**src/rtl/uart_bus_bridge.sv**
```systemverilog
// UART-to-bus debug initiator: decodes read/write command frames from the rx byte
// stream, runs one bus transaction as master and returns ACK/NAK plus read data.
module uart_bus_bridge #(
    parameter int BUS_TIMEOUT   = 256,
    parameter int FRAME_TIMEOUT = 65536
) (
    input  logic        clk,
    input  logic        reset,
    input  logic        rx_end,
    input  logic [7:0]  rx_data,
    input  logic        tx_busy,
    input  logic        tx_end,
    output logic        tx_start,
    output logic [7:0]  tx_data,
    output logic        m_req_,
    input  logic        m_grnt_,
    output logic [29:0] m_addr,
    output logic        m_as_,
    output logic        m_rw,
    output logic [31:0] m_wr_data,
    input  logic [31:0] m_rd_data,
    input  logic        m_rdy_,
    output logic        busy
);
    // state    | meaning
    // IDLE     | waiting for a command byte
    // ADDR     | collecting 4 address bytes, MSB first
    // DATA     | collecting 4 write-data bytes, MSB first
    // BUS_REQ  | requesting the bus, waiting for grant
    // BUS_ACC  | one-cycle address strobe
    // BUS_WAIT | waiting for slave ready
    // RESP     | waiting for transmitter idle, then launching one byte
    // TX_WAIT  | waiting for the byte to finish

    localparam int BTW = $clog2(BUS_TIMEOUT);
    localparam int FTW = $clog2(FRAME_TIMEOUT);
    localparam logic [7:0] CMD_WR  = 8'h57;
    localparam logic [7:0] CMD_RD  = 8'h52;
    localparam logic [7:0] RSP_ACK = 8'h06;
    localparam logic [7:0] RSP_NAK = 8'h15;

    typedef enum logic [2:0] {
        IDLE, ADDR, DATA, BUS_REQ, BUS_ACC, BUS_WAIT, RESP, TX_WAIT
    } state_t;

    state_t         state_q, state_d;
    logic [1:0]     cnt_q, cnt_d;
    logic [2:0]     idx_q, idx_d;
    logic [29:0]    addr_q, addr_d;
    logic [31:0]    wdata_q, wdata_d;
    logic [31:0]    rdata_q, rdata_d;
    logic           rw_q, rw_d;
    logic           nak_q, nak_d;
    logic           tx_start_q, tx_start_d;
    logic [7:0]     tx_data_q, tx_data_d;
    logic [BTW-1:0] btmr_q, btmr_d;
    logic [FTW-1:0] ftmr_q, ftmr_d;
    logic [7:0]     resp_byte;
    logic           last_byte;
    logic           bus_state;

    always_ff @(posedge clk or posedge reset) begin
        if (reset) begin
            state_q    <= IDLE;
            cnt_q      <= '0;
            idx_q      <= '0;
            addr_q     <= '0;
            wdata_q    <= '0;
            rdata_q    <= '0;
            rw_q       <= 1'b1;
            nak_q      <= 1'b0;
            tx_start_q <= 1'b0;
            tx_data_q  <= '0;
            btmr_q     <= '0;
            ftmr_q     <= '0;
        end else begin
            state_q    <= state_d;
            cnt_q      <= cnt_d;
            idx_q      <= idx_d;
            addr_q     <= addr_d;
            wdata_q    <= wdata_d;
            rdata_q    <= rdata_d;
            rw_q       <= rw_d;
            nak_q      <= nak_d;
            tx_start_q <= tx_start_d;
            tx_data_q  <= tx_data_d;
            btmr_q     <= btmr_d;
            ftmr_q     <= ftmr_d;
        end
    end

    assign bus_state = (state_q == BUS_REQ) || (state_q == BUS_ACC) || (state_q == BUS_WAIT);

    always_comb begin
        resp_byte = 8'h00;
        case (idx_q)
            3'd0:    resp_byte = nak_q ? RSP_NAK : RSP_ACK;
            3'd1:    resp_byte = rdata_q[31:24];
            3'd2:    resp_byte = rdata_q[23:16];
            3'd3:    resp_byte = rdata_q[15:8];
            3'd4:    resp_byte = rdata_q[7:0];
            default: resp_byte = 8'h00;
        endcase
    end

    // A NAK or write ACK is a single byte; a read returns ACK plus four data bytes.
    assign last_byte = nak_q || !rw_q || (idx_q == 3'd4);

    always_comb begin
        state_d    = state_q;
        cnt_d      = cnt_q;
        idx_d      = idx_q;
        addr_d     = addr_q;
        wdata_d    = wdata_q;
        rdata_d    = rdata_q;
        rw_d       = rw_q;
        nak_d      = nak_q;
        tx_start_d = 1'b0;
        tx_data_d  = tx_data_q;
        btmr_d     = bus_state ? btmr_q - BTW'(1) : btmr_q;
        ftmr_d     = ftmr_q;

        case (state_q)
            IDLE: begin
                if (rx_end && (rx_data == CMD_WR || rx_data == CMD_RD)) begin
                    rw_d    = (rx_data == CMD_RD);
                    cnt_d   = 2'd0;
                    ftmr_d  = FTW'(FRAME_TIMEOUT - 1);
                    state_d = ADDR;
                end
            end
            ADDR: begin
                if (rx_end) begin
                    addr_d = {addr_q[21:0], rx_data};
                    cnt_d  = cnt_q + 2'd1;
                    ftmr_d = FTW'(FRAME_TIMEOUT - 1);
                    if (cnt_q == 2'd3)
                        state_d = rw_q ? BUS_REQ : DATA;
                end else if (ftmr_q == '0) begin
                    state_d = IDLE;
                end else begin
                    ftmr_d = ftmr_q - FTW'(1);
                end
            end
            DATA: begin
                if (rx_end) begin
                    wdata_d = {wdata_q[23:0], rx_data};
                    cnt_d   = cnt_q + 2'd1;
                    ftmr_d  = FTW'(FRAME_TIMEOUT - 1);
                    if (cnt_q == 2'd3)
                        state_d = BUS_REQ;
                end else if (ftmr_q == '0) begin
                    state_d = IDLE;
                end else begin
                    ftmr_d = ftmr_q - FTW'(1);
                end
            end
            BUS_REQ: begin
                if (btmr_q == '0) begin
                    nak_d   = 1'b1;
                    idx_d   = 3'd0;
                    state_d = RESP;
                end else if (!m_grnt_) begin
                    state_d = BUS_ACC;
                end
            end
            BUS_ACC: begin
                if (btmr_q == '0) begin
                    nak_d   = 1'b1;
                    idx_d   = 3'd0;
                    state_d = RESP;
                end else begin
                    state_d = BUS_WAIT;
                end
            end
            BUS_WAIT: begin
                // A ready on the last counted cycle still wins over the timeout.
                if (!m_rdy_) begin
                    rdata_d = m_rd_data;
                    nak_d   = 1'b0;
                    idx_d   = 3'd0;
                    state_d = RESP;
                end else if (btmr_q == '0) begin
                    nak_d   = 1'b1;
                    idx_d   = 3'd0;
                    state_d = RESP;
                end
            end
            RESP: begin
                if (!tx_busy) begin
                    tx_start_d = 1'b1;
                    tx_data_d  = resp_byte;
                    state_d    = TX_WAIT;
                end
            end
            TX_WAIT: begin
                if (tx_end) begin
                    if (last_byte) begin
                        state_d = IDLE;
                    end else begin
                        idx_d   = idx_q + 3'd1;
                        state_d = RESP;
                    end
                end
            end
            default: state_d = IDLE;
        endcase

        if (state_d == BUS_REQ && state_q != BUS_REQ) begin
            btmr_d = BTW'(BUS_TIMEOUT - 1);
            nak_d  = 1'b0;
        end
    end

    assign m_req_    = !bus_state;
    assign m_as_     = (state_q != BUS_ACC);
    assign m_addr    = addr_q;
    assign m_rw      = rw_q;
    assign m_wr_data = wdata_q;
    assign tx_start  = tx_start_q;
    assign tx_data   = tx_data_q;
    assign busy      = (state_q != IDLE);

endmodule

```
**config.mk**
```make
export PLATFORM = sky130hd
export DESIGN_NAME = uart_bus_bridge
export DESIGN_NICKNAME = d
export VERILOG_FILES = /design/src/rtl/uart_bus_bridge.sv
export SDC_FILE = /design/constraint.sdc
export NUM_CORES = 1
export LEC_CHECK = 0
export ABC_AREA = 0
export CAP_MARGIN = 20
export CELL_PAD_IN_SITES_DETAIL_PLACEMENT = 1
export CELL_PAD_IN_SITES_GLOBAL_PLACEMENT = 1
export CORE_MARGIN = 2
export CORE_UTILIZATION = 41
export CTS_BUF_LIST = sky130_fd_sc_hd__clkbuf_4 sky130_fd_sc_hd__clkbuf_8 sky130_fd_sc_hd__clkbuf_16
export CTS_CLUSTER_SIZE = 24
export DETAILED_ROUTE_END_ITERATION = 8
export GPL_TIMING_DRIVEN = 0
export PLACE_DENSITY_LB_ADDON = 0.1
export SLEW_MARGIN = 20
export SYNTH_ARGS = -nofsm -noshare
export SYNTH_HDL_FRONTEND = slang
export SYNTH_SLANG_ARGS = --single-unit
```
**constraint.sdc**
```tcl
create_clock -name clk -period 6.6 [get_ports clk]
set_input_delay 1.65 -clock clk [delete_from_list [all_inputs] [get_ports clk]]
set_output_delay 1.65 -clock clk [all_outputs]
set_load 0.05 [all_outputs]
```
# Word-level counts from Yosys, hierarchy flattened
# Cells that the tools add are included.
[totals] word_cells=106 mem_count=0 reg_bits=137 ram_bits=0 latch_bits=0 output_inout_bits=75 inputBits=47 mem_bits_ro=0
[classes] shifts=0 addsub=4 div_mod_pow=0 muxes=38 n_eq_ne=22 n_lt_le_gt_ge=0 bitwise_logic=2 n_reduce_logical=28 multipliers=0
[ops] op="2-to-1 mux 3 bit" count=17
[ops] op="2-to-1 mux 16 bit" count=3
[ops] op="case mux 8 bit (5 select lines)" count=1
[ops] op="case mux 16 bit (2 select lines)" count=1
[ops] op="case mux 3 bit (8 select lines)" count=1
[ops] op="equality test 8 x 7 -> 1 bit, second input constant" count=2
[ops] op="logical NOT 16 bit" count=1
[ops] op="2-to-1 mux 8 bit" count=2
[ops] op="subtractor 16 x 1 -> 16 bit, second input constant" count=1
[ops] op="equality test 3 x 2 -> 1 bit, second input constant" count=5
[ops] op="equality test 3 bit, second input constant" count=5
[ops] op="AND reduction 2 bit" count=5
[ops] op="case mux 3 bit (3 select lines)" count=1
[ops] op="AND reduction 3 bit" count=3
[ops] op="nonzero test 3 bit" count=3
[ops] op="logical NOT 8 bit" count=1
[ops] op="subtractor 8 x 1 -> 8 bit, second input constant" count=1
[ops] op="equality test 3 x 1 -> 1 bit, second input constant" count=2
[ops] op="logical NOT 3 bit" count=2
[ops] op="2-to-1 mux 1 bit" count=6
[ops] op="2-to-1 mux 2 bit" count=3
[ops] op="inequality test 2 bit, second input constant" count=3
[ops] op="inequality test 3 bit, second input constant" count=2
[ops] op="logical OR 1 bit" count=5
[ops] op="13 further kinds" count=18

# Logic depth before layout (Yosys ltp)
# Gate-level depths: netlist (run 1).
[depth] depth_word=9 mapped_depth=8 mapped_depth_nobuf=7

# Least setup slack after synthesis (run 1)
# No wires, ideal clock.
[synth_timing] path_type="input to register" from="input rx_end" to="register ftmr_q[1]" required_time_ns=6.514 setup_slack_ns=3.516 n_path_buf=2 arrival_time_ns=2.998 setup_ns=0.086 stages=7 path_cell_list="buf_4 -> nor4bb_1 -> and3_1 -> a31o_2 -> clkbuf_1 -> o21ai_0 -> a32oi_1"
[synth_via] elab_chain_cells=3 word_cells_on_any_way=6 cone_classes="eq/ne (2); mux (2); reduce/logical (2)"
[synth_rtl] element="from (decl)" line="9" text="input logic rx_end,"
[synth_rtl] element="logical AND 1 bit" line="125" text="if (rx_end && (rx_data == CMD_WR || rx_data == CMD_RD)) begin"
[synth_rtl] element="inequality test 2 bit (no source line)"
[synth_rtl] element="AND reduction 3 bit (no source line)"
[synth_rtl] element="to (signal assigned)" line="88" text="ftmr_q <= ftmr_d;"
[synth_rtl] element="to (decl)" line="57" text="logic [FTW-1:0] ftmr_q, ftmr_d;"
# Several ways; a longest one is shown, not always the timed one.
# A chain may end at the register's enable or synchronous reset.

# Worst setup path in the final report (run 1)
[layout_timing] from="register state_q[1]" to="output m_req_"
[layout_via] elab_chain_cells=4 word_cells_on_any_way=6 cone_classes="eq/ne (3); reduce/logical (3)"
[layout_rtl] element="from (decl)" line="46" text="state_t state_q, state_d;"
[layout_rtl] element="from (signal assigned)" line="77" text="state_q <= state_d;"
[layout_rtl] element="equality test 3 x 2 -> 1 bit / equality test 3 bit (equally long branches)" line="92" text="assign bus_state = (state_q == BUS_REQ) || (state_q == BUS_ACC) || (state_q == BUS_WAIT);"
[layout_rtl] element="logical OR 1 bit" line="92"
[layout_rtl] element="logical OR 1 bit *" line="92"
[layout_rtl] element="logical NOT 1 bit *" line="215" text="assign m_req_ = !bus_state;"
[layout_rtl] element="to (decl)" line="15" text="output logic m_req_,"
# Every way passes the cells marked *; elsewhere a longest branch is shown, timed or not.

==> flow_summary.json, run 1 <==
{
  "status": "complete, no violations",
  "vias": 4552,
  "worstMarginPinSlew_ns": 0.654,
  "max_freq_mhz": 233,
  "slowest_stage": "clkdlybuf4s50_1",
  "crit_path_end_kind": "output pin",
  "gr-total-overflow": 0,
  "worstPathRequired_ns": 4.95,
  "cts_setup_buffers": 0,
  "cts_tree": "done",
  "antenna_found_initial": 0,
  "postLayoutSetupSlackWorst_ns": 2.31,
  "diodes": 0,
  "cts_max_level": 4,
  "synth_cells": 486,
  "nNetsFinal": 681,
  "clkSlewWorstSetupHoldPaths_ns": 0.06,
  "ant_nets": 0,
  "crit_type": "reg2out",
  "synth_edf_count": 0,
  "gp_congestion": 0.816,
  "postSynthAreaPerCell_um2": 12.6,
  "io_pins": 122,
  "drtIter0Drc": 217,
  "pre_cts_ws_ns": 2.75,
  "post-route-period-util_pct": 65.0,
  "post-route-util_pct": 56.2,
  "via_per_inst": 5.54,
  "yosys.area_share.simple_pct": 8.67,
  "synthToLayoutAreaGrowth_pct": 33.8,
  "die_h_um": 126,
  "synth_mux_area_share_pct": 17.5,
  "cts.sinks": 137,
  "yosysWarningCount": 0,
  "critical_path.max_fanout": 10,
  "die_x_um": 126,
  "cts_hold_buf": 0,
  "grt_pass1_vias": 5059,
  "ir_worst_vdd_uv": 319,
  "synth_nets": 541,
  "row_count": 44,
  "drive_above_1_share_pct": 23.0,
  "max-clock-path-buffers": 2,
  "maxSlewViolCount": 0,
  "drcViolationCount": 0,
  "path_delay_family": "buffers and inverters",
  "drt_first_pass_iters": 4,
  "synth_compound_area_share_pct": 11.5,
  "final_cell_mix": "dfrtp_1 (136), clkdlybuf4s50_1 (120), mux2_2 (95), o21ai_0 (26)",
  "max_cap_viol_count": 0,
  "port_buffers": 120,
  "grt_pass1_wl_um": 27600,
  "p_leak_uw": 0.00336,
  "synth_top_area_cell": "dfrtp_1",
  "synth_xor_area_share_pct": 1.29,
  "grt_start_max_net_pins": 71,
  "crit_chain": "clkbuf_1 > nand2b_1 > nand2_1 > inv_1 > clkdlybuf4s50_1",
  "start_util_pct": 42.0,
  "dieArea_um2": 15900,
  "wire_per_inst_um": 20.5,
  "synth_top_family_by_area": "multiplexers",
  "ys_ff_latch": 137,
  "dpl.hpwl_um": 11600,
  "rsz0062_at_grt": "false",
  "fin_crit_ns": 4.29,
  "final_common_cell": "dfrtp_1",
  "total_power_uw": 4470,
  "ys_async_sr_fraction_pct": 100,
  "synth_adder_area_share_pct": 1.64,
  "syn_area_um2": 6110,
  "grt.total_usage_pct": 22.3,
  "critPathBufInv": 3,
  "clock-root-buffer": "clkbuf_16",
  "p_per_area_nw_per_um2": 547,
  "cts_resized": 0,
  "synth_top_flop_cell": "dfrtp_1",
  "core_region_area_um2": 14500,
  "ys_seq_area_share_pct": 56.2,
  "drt_wl_total_um": 16800,
  "stdcell_area_um2": 8170,
  "cp.arrival_ns": 2.64,
  "slowest_delay_ns": 0.82,
  "finalHoldViolCount": 0,
  "synth.area.top_cells": "dfrtp_1 (56%), mux2_2 (18%), o21ai_0 (2.1%)",
  "fin_skew_ns": 0.00975,
  "hold_class": "reg2reg",
  "yosysUniqueCellTypes": 63,
  "cts_buffers": 17,
  "cp-start-kind": "flip-flop",
  "yosysTopAreaCellShare_pct": 55.7,
  "relSlewSlack_pct": 55.8,
  "clock_latency_ns": 0.43,
  "place_area_um2": 7570,
  "setup_viol": 0
}
final timing paths:
check,startpoint,to,slack [ns],cells past startpoint
min in group asynchronous,reset,m_addr[19],1.67,2
max in group asynchronous,reset,m_rw,4.19,3
max,state_q[1],m_req_,2.31,5
min,cnt_q[0],cnt_q[0],0.50,1
max reg2reg,ftmr_q[6],ftmr_q[9],4.10,5
min reg2reg,cnt_q[0],cnt_q[0],0.50,1
layout make-up:
cell class / instances / area, um^2
sequential: 137 / 3430
tap: 184 / 230
clock inverter: 12 / 151
buffer: 25 / 119
timing repair buffer: 121 / 1230
clock buffer: 19 / 447
inverter: 20 / 82.6
multi-input combinational: 304 / 2480
fill: 1470 / 6360
per-layer routing:
metal	up-vias	routed length [um]	global-route usage (%)
li1	2081	-	-
met1	2355	7000	26.8
met2	94	8890	38.7
met3	22	676	5.99
met4	0	269	7.37
met5	-	0	0
cell usage after synthesis, types with 6 or more instances:
master / instances
nor4_1: 6
a22oi_1: 6
nor3_1: 6
mux2_2: 95
ha_1: 8
a21oi_1: 9
buf_1: 6
a32oi_1: 8
clkbuf_1: 13
nand3_1: 6
inv_1: 20
dfrtp_1: 136
a22o_1: 9
nor2_1: 18
nand2b_1: 6
o21ai_0: 26
nand2_1: 19
where the power goes:
group / switching (uW) / internal, uW
Combinational: 1250 / 791
Clock: 370 / 604
Sequential: 266 / 1190
Total: 1890 / 2590
cell families (layout without fill, tap and decap cells):
kind of cell	Yosys count	after routing
adder cells (fa/ha/maj)	8	8
XOR/XNOR	9	9
flip-flops	137	137
AND/OR/NAND/NOR	95	95
multiplexers	95	95
buffers and inverters	45	197
AO/OA/AOI/OAI	97	97
stage by stage:
step,instances,TNS [ns],hold WS [ns]
3_5_place_dp,791,0,0.492
4_1_cts,822,0,0.504
2_1_floorplan,486,0,0.457
3_3_place_gp,790,-87.00,0.481
5_1_grt,822,0,0.523
6_report,822,0,0.501
flip-flops by register name, indices dropped and copies added, names as in the netlist:
name / count
idx_q: 3
btmr_q: 8
m_rw: 1
ftmr_q: 16
m_addr: 30
rdata_q: 32
nak_q: 1
state_q: 3
tx_data: 8
cnt_q: 2
m_wr_data: 32
tx_start: 1
Note: power is estimated with default switching activity, not from simulation.
==> run 2: changes to the inputs <==
==> constraint.sdc (replaced) <==
create_clock -name clk -period 4.35 [get_ports clk]
set_input_delay 1.0875 -clock clk [delete_from_list [all_inputs] [get_ports clk]]
set_output_delay 1.0875 -clock clk [all_outputs]
set_load 0.05 [all_outputs]
==> run 2 against run 1 <==
  * Via count is 0.53% lower
  * First-iteration DRC count is 7.8% lower
  * Sequential power is 52% higher
  * Global-route usage is 0.50 points higher
  * Die area stayed put
  * Worst setup slack worse by 1.7 ns
  * Critical path depth stayed put
  * Final cell count is 0.49% higher
  * Sequential share of layout area is 0.33 points lower
  * Final area is 0.78% higher
  * Clock skew hardly changed
  * Non-clock buffer count is 3 higher
  * Critical path type unchanged
  * Largest power group unchanged
==> flow_summary.json, run 2 (synthesized netlist as in run 1, its figures left out) <==
{
  "cts_setup_buffers": 0,
  "cts_max_level": 4,
  "finalHoldViolCount": 0,
  "final_common_cell": "dfrtp_1",
  "endpoint": "m_req_",
  "cts_buffers": 17,
  "antenna_found_initial": 0,
  "slowest_stage": "clkdlybuf4s50_1",
  "drive_above_1_share_pct": 23.5,
  "crit_path_end_kind": "output pin",
  "setup_viol": 0,
  "slowest_delay_ns": 0.82,
  "row_count": 44,
  "gr-total-overflow": 0,
  "crit_type": "reg2out",
  "cts_tree": "done",
  "relSlewSlack_pct": 49.6,
  "grt_pass1_wl_um": 28100,
  "critPathBufInv": 3,
  "cp.arrival_ns": 2.62,
  "seq_power_share_pct": 32.5,
  "maxSlewViolCount": 0,
  "r2r_setup_slack_ns": 1.85,
  "path_delay_family": "buffers and inverters",
  "grt_start_max_net_pins": 34,
  "r2r_end": "nak_q",
  "fin_skew_ns": 0.0102,
  "p_per_area_nw_per_um2": 828,
  "cp.depth": 5,
  "use_met1_pct": 27.8,
  "rsz0062_at_grt": "false",
  "drtIter0Drc": 200,
  "wire_per_inst_um": 20.8,
  "final_cell_mix": "dfrtp_1 (136), clkdlybuf4s50_1 (120), mux2_2 (95), o21ai_0 (26)",
  "gp_congestion": 0.811,
  "dpl.hpwl_um": 11800,
  "via_per_inst": 5.48,
  "cts_resized": 0,
  "worstPathRequired_ns": 3.26,
  "startpoint": "state_q[1]",
  "dieArea_um2": 15900,
  "nNetsFinal": 684,
  "cts.sinks": 137,
  "ir_worst_vdd_uv": 430,
  "regArea_um2": 3430,
  "use_met2_pct": 39.7,
  "drt_first_pass_iters": 4,
  "vias": 4528,
  "grt_most_used_layer": "met2",
  "multi_input_area_um2": 2480,
  "cts_hold_buf": 0,
  "setup_tns_ns": 0,
  "use_met3_pct": 6.37,
  "critical_path.max_fanout": 10,
  "drt_wl_total_um": 17200,
  "die_h_um": 126,
  "fin_crit_ns": 3.71,
  "start_util_pct": 42.0,
  "ant_nets": 0,
  "p_switching_uw": 2860,
  "grt.total_usage_pct": 22.8,
  "diodes": 0,
  "port_buffers": 120,
  "p_leak_uw": 0.00338,
  "crit_chain": "clkbuf_1 > nand2b_1 > nand2_1 > inv_1 > clkdlybuf4s50_1",
  "max_freq_mhz": 270,
  "status": "complete, no violations",
  "fillCellCount": 1465,
  "place_inst": 794,
  "io_pins": 122,
  "fin_cells": 826,
  "max-clock-path-buffers": 2,
  "die_x_um": 126,
  "clockPowerShare_pct": 21.9,
  "reg2regPathDepth": 6,
  "clock-root-buffer": "clkbuf_16",
  "synthToLayoutAreaGrowth_pct": 34.9,
  "hold_class": "reg2reg",
  "reg2reg_from": "btmr_q[3]",
  "drcViolationCount": 0,
  "grt_pass1_vias": 5017,
  "clkSlewWorstSetupHoldPaths_ns": 0.06,
  "clock_latency_ns": 0.42,
  "post-route-period-util_pct": 85.3,
  "cp-start-kind": "flip-flop",
  "max_cap_viol_count": 0,
  "swShare_pct": 42.0,
  "worstMarginPinSlew_ns": 0.745,
  "pwr-share-comb_pct": 45.5,
  "p_int_uw": 3960,
  "core_region_area_um2": 14500
}
[run 2: worst min path at each step]
stage | depth (start not counted) | to | startpoint | slack, ns
2_1_floorplan | 1 | cnt_q[0] | cnt_q[0] | 0.46
3_3_place_gp | 1 | cnt_q[1] | cnt_q[1] | 0.48
3_5_place_dp | 1 | m_wr_data[26] | m_wr_data[26] | 0.50
4_1_cts | 1 | cnt_q[0] | cnt_q[0] | 0.50
5_1_grt | 1 | m_addr[25] | m_addr[25] | 0.52
6_report | 1 | cnt_q[0] | cnt_q[0] | 0.50
[run 2: power groups by stage]
stage	clock network (uW)	logic [uW]	registers (uW)
3_3_place_gp	0	3020	2180
4_1_cts	1530	3150	2220
3_5_place_dp	0	3100	2220
5_1_grt	1590	3280	2300
2_1_floorplan	0	1100	3140
6_report	1500	3110	2220
[run 2: per-stage QoR]
step | hold WS (ns) | worst slack, ns | instance area, um^2 | power (uW) | utilization, %
floorplan | 0.457 | 1.56 | 6110 | 4240 | -
global placement | 0.481 | 0.313 | 7540 | 5200 | 51.9
detailed placement | 0.496 | 1.07 | 7620 | 5320 | 52.4
CTS | 0.505 | 0.611 | 8230 | 6900 | 56.7
global route | 0.524 | 0.504 | 8230 | 7170 | 56.7
finish | 0.501 | 0.642 | 8230 | 6820 | 56.7
[run 2: layer usage]
| metal | share of wire [%] | routed length [um] | vias up |
|---|---|---|---|
| met1 | 42 | 7200 | 2330 |
| met2 | 52 | 9020 | 93 |
| met5 | 0 | 0 | - |
| met4 | 1.5 | 250 | 0 |
| li1 | - | - | 2089 |
| met3 | 4.1 | 709 | 16 |
[run 2: cell type report]
| type | instances | area share, % |
|---|---|---|
| multi-input combinational | 304 | 30.1 |
| clock inverter | 12 | 1.78 |
| tap | 184 | 2.80 |
| timing repair buffer | 124 | 15.6 |
| buffer | 25 | 1.44 |
| clock buffer | 20 | 5.67 |
| sequential | 137 | 41.7 |
| inverter | 20 | 0.957 |
[run 2: worst reg2reg max path, stage by stage, from the launching register on]
cell and delay, ns:
dfrtp_1 0.41, nor4_1 0.54, nor4bb_1 0.74, o221a_2 0.34, a21o_1 0.13, buf_6 0.13, and3_1 0.15
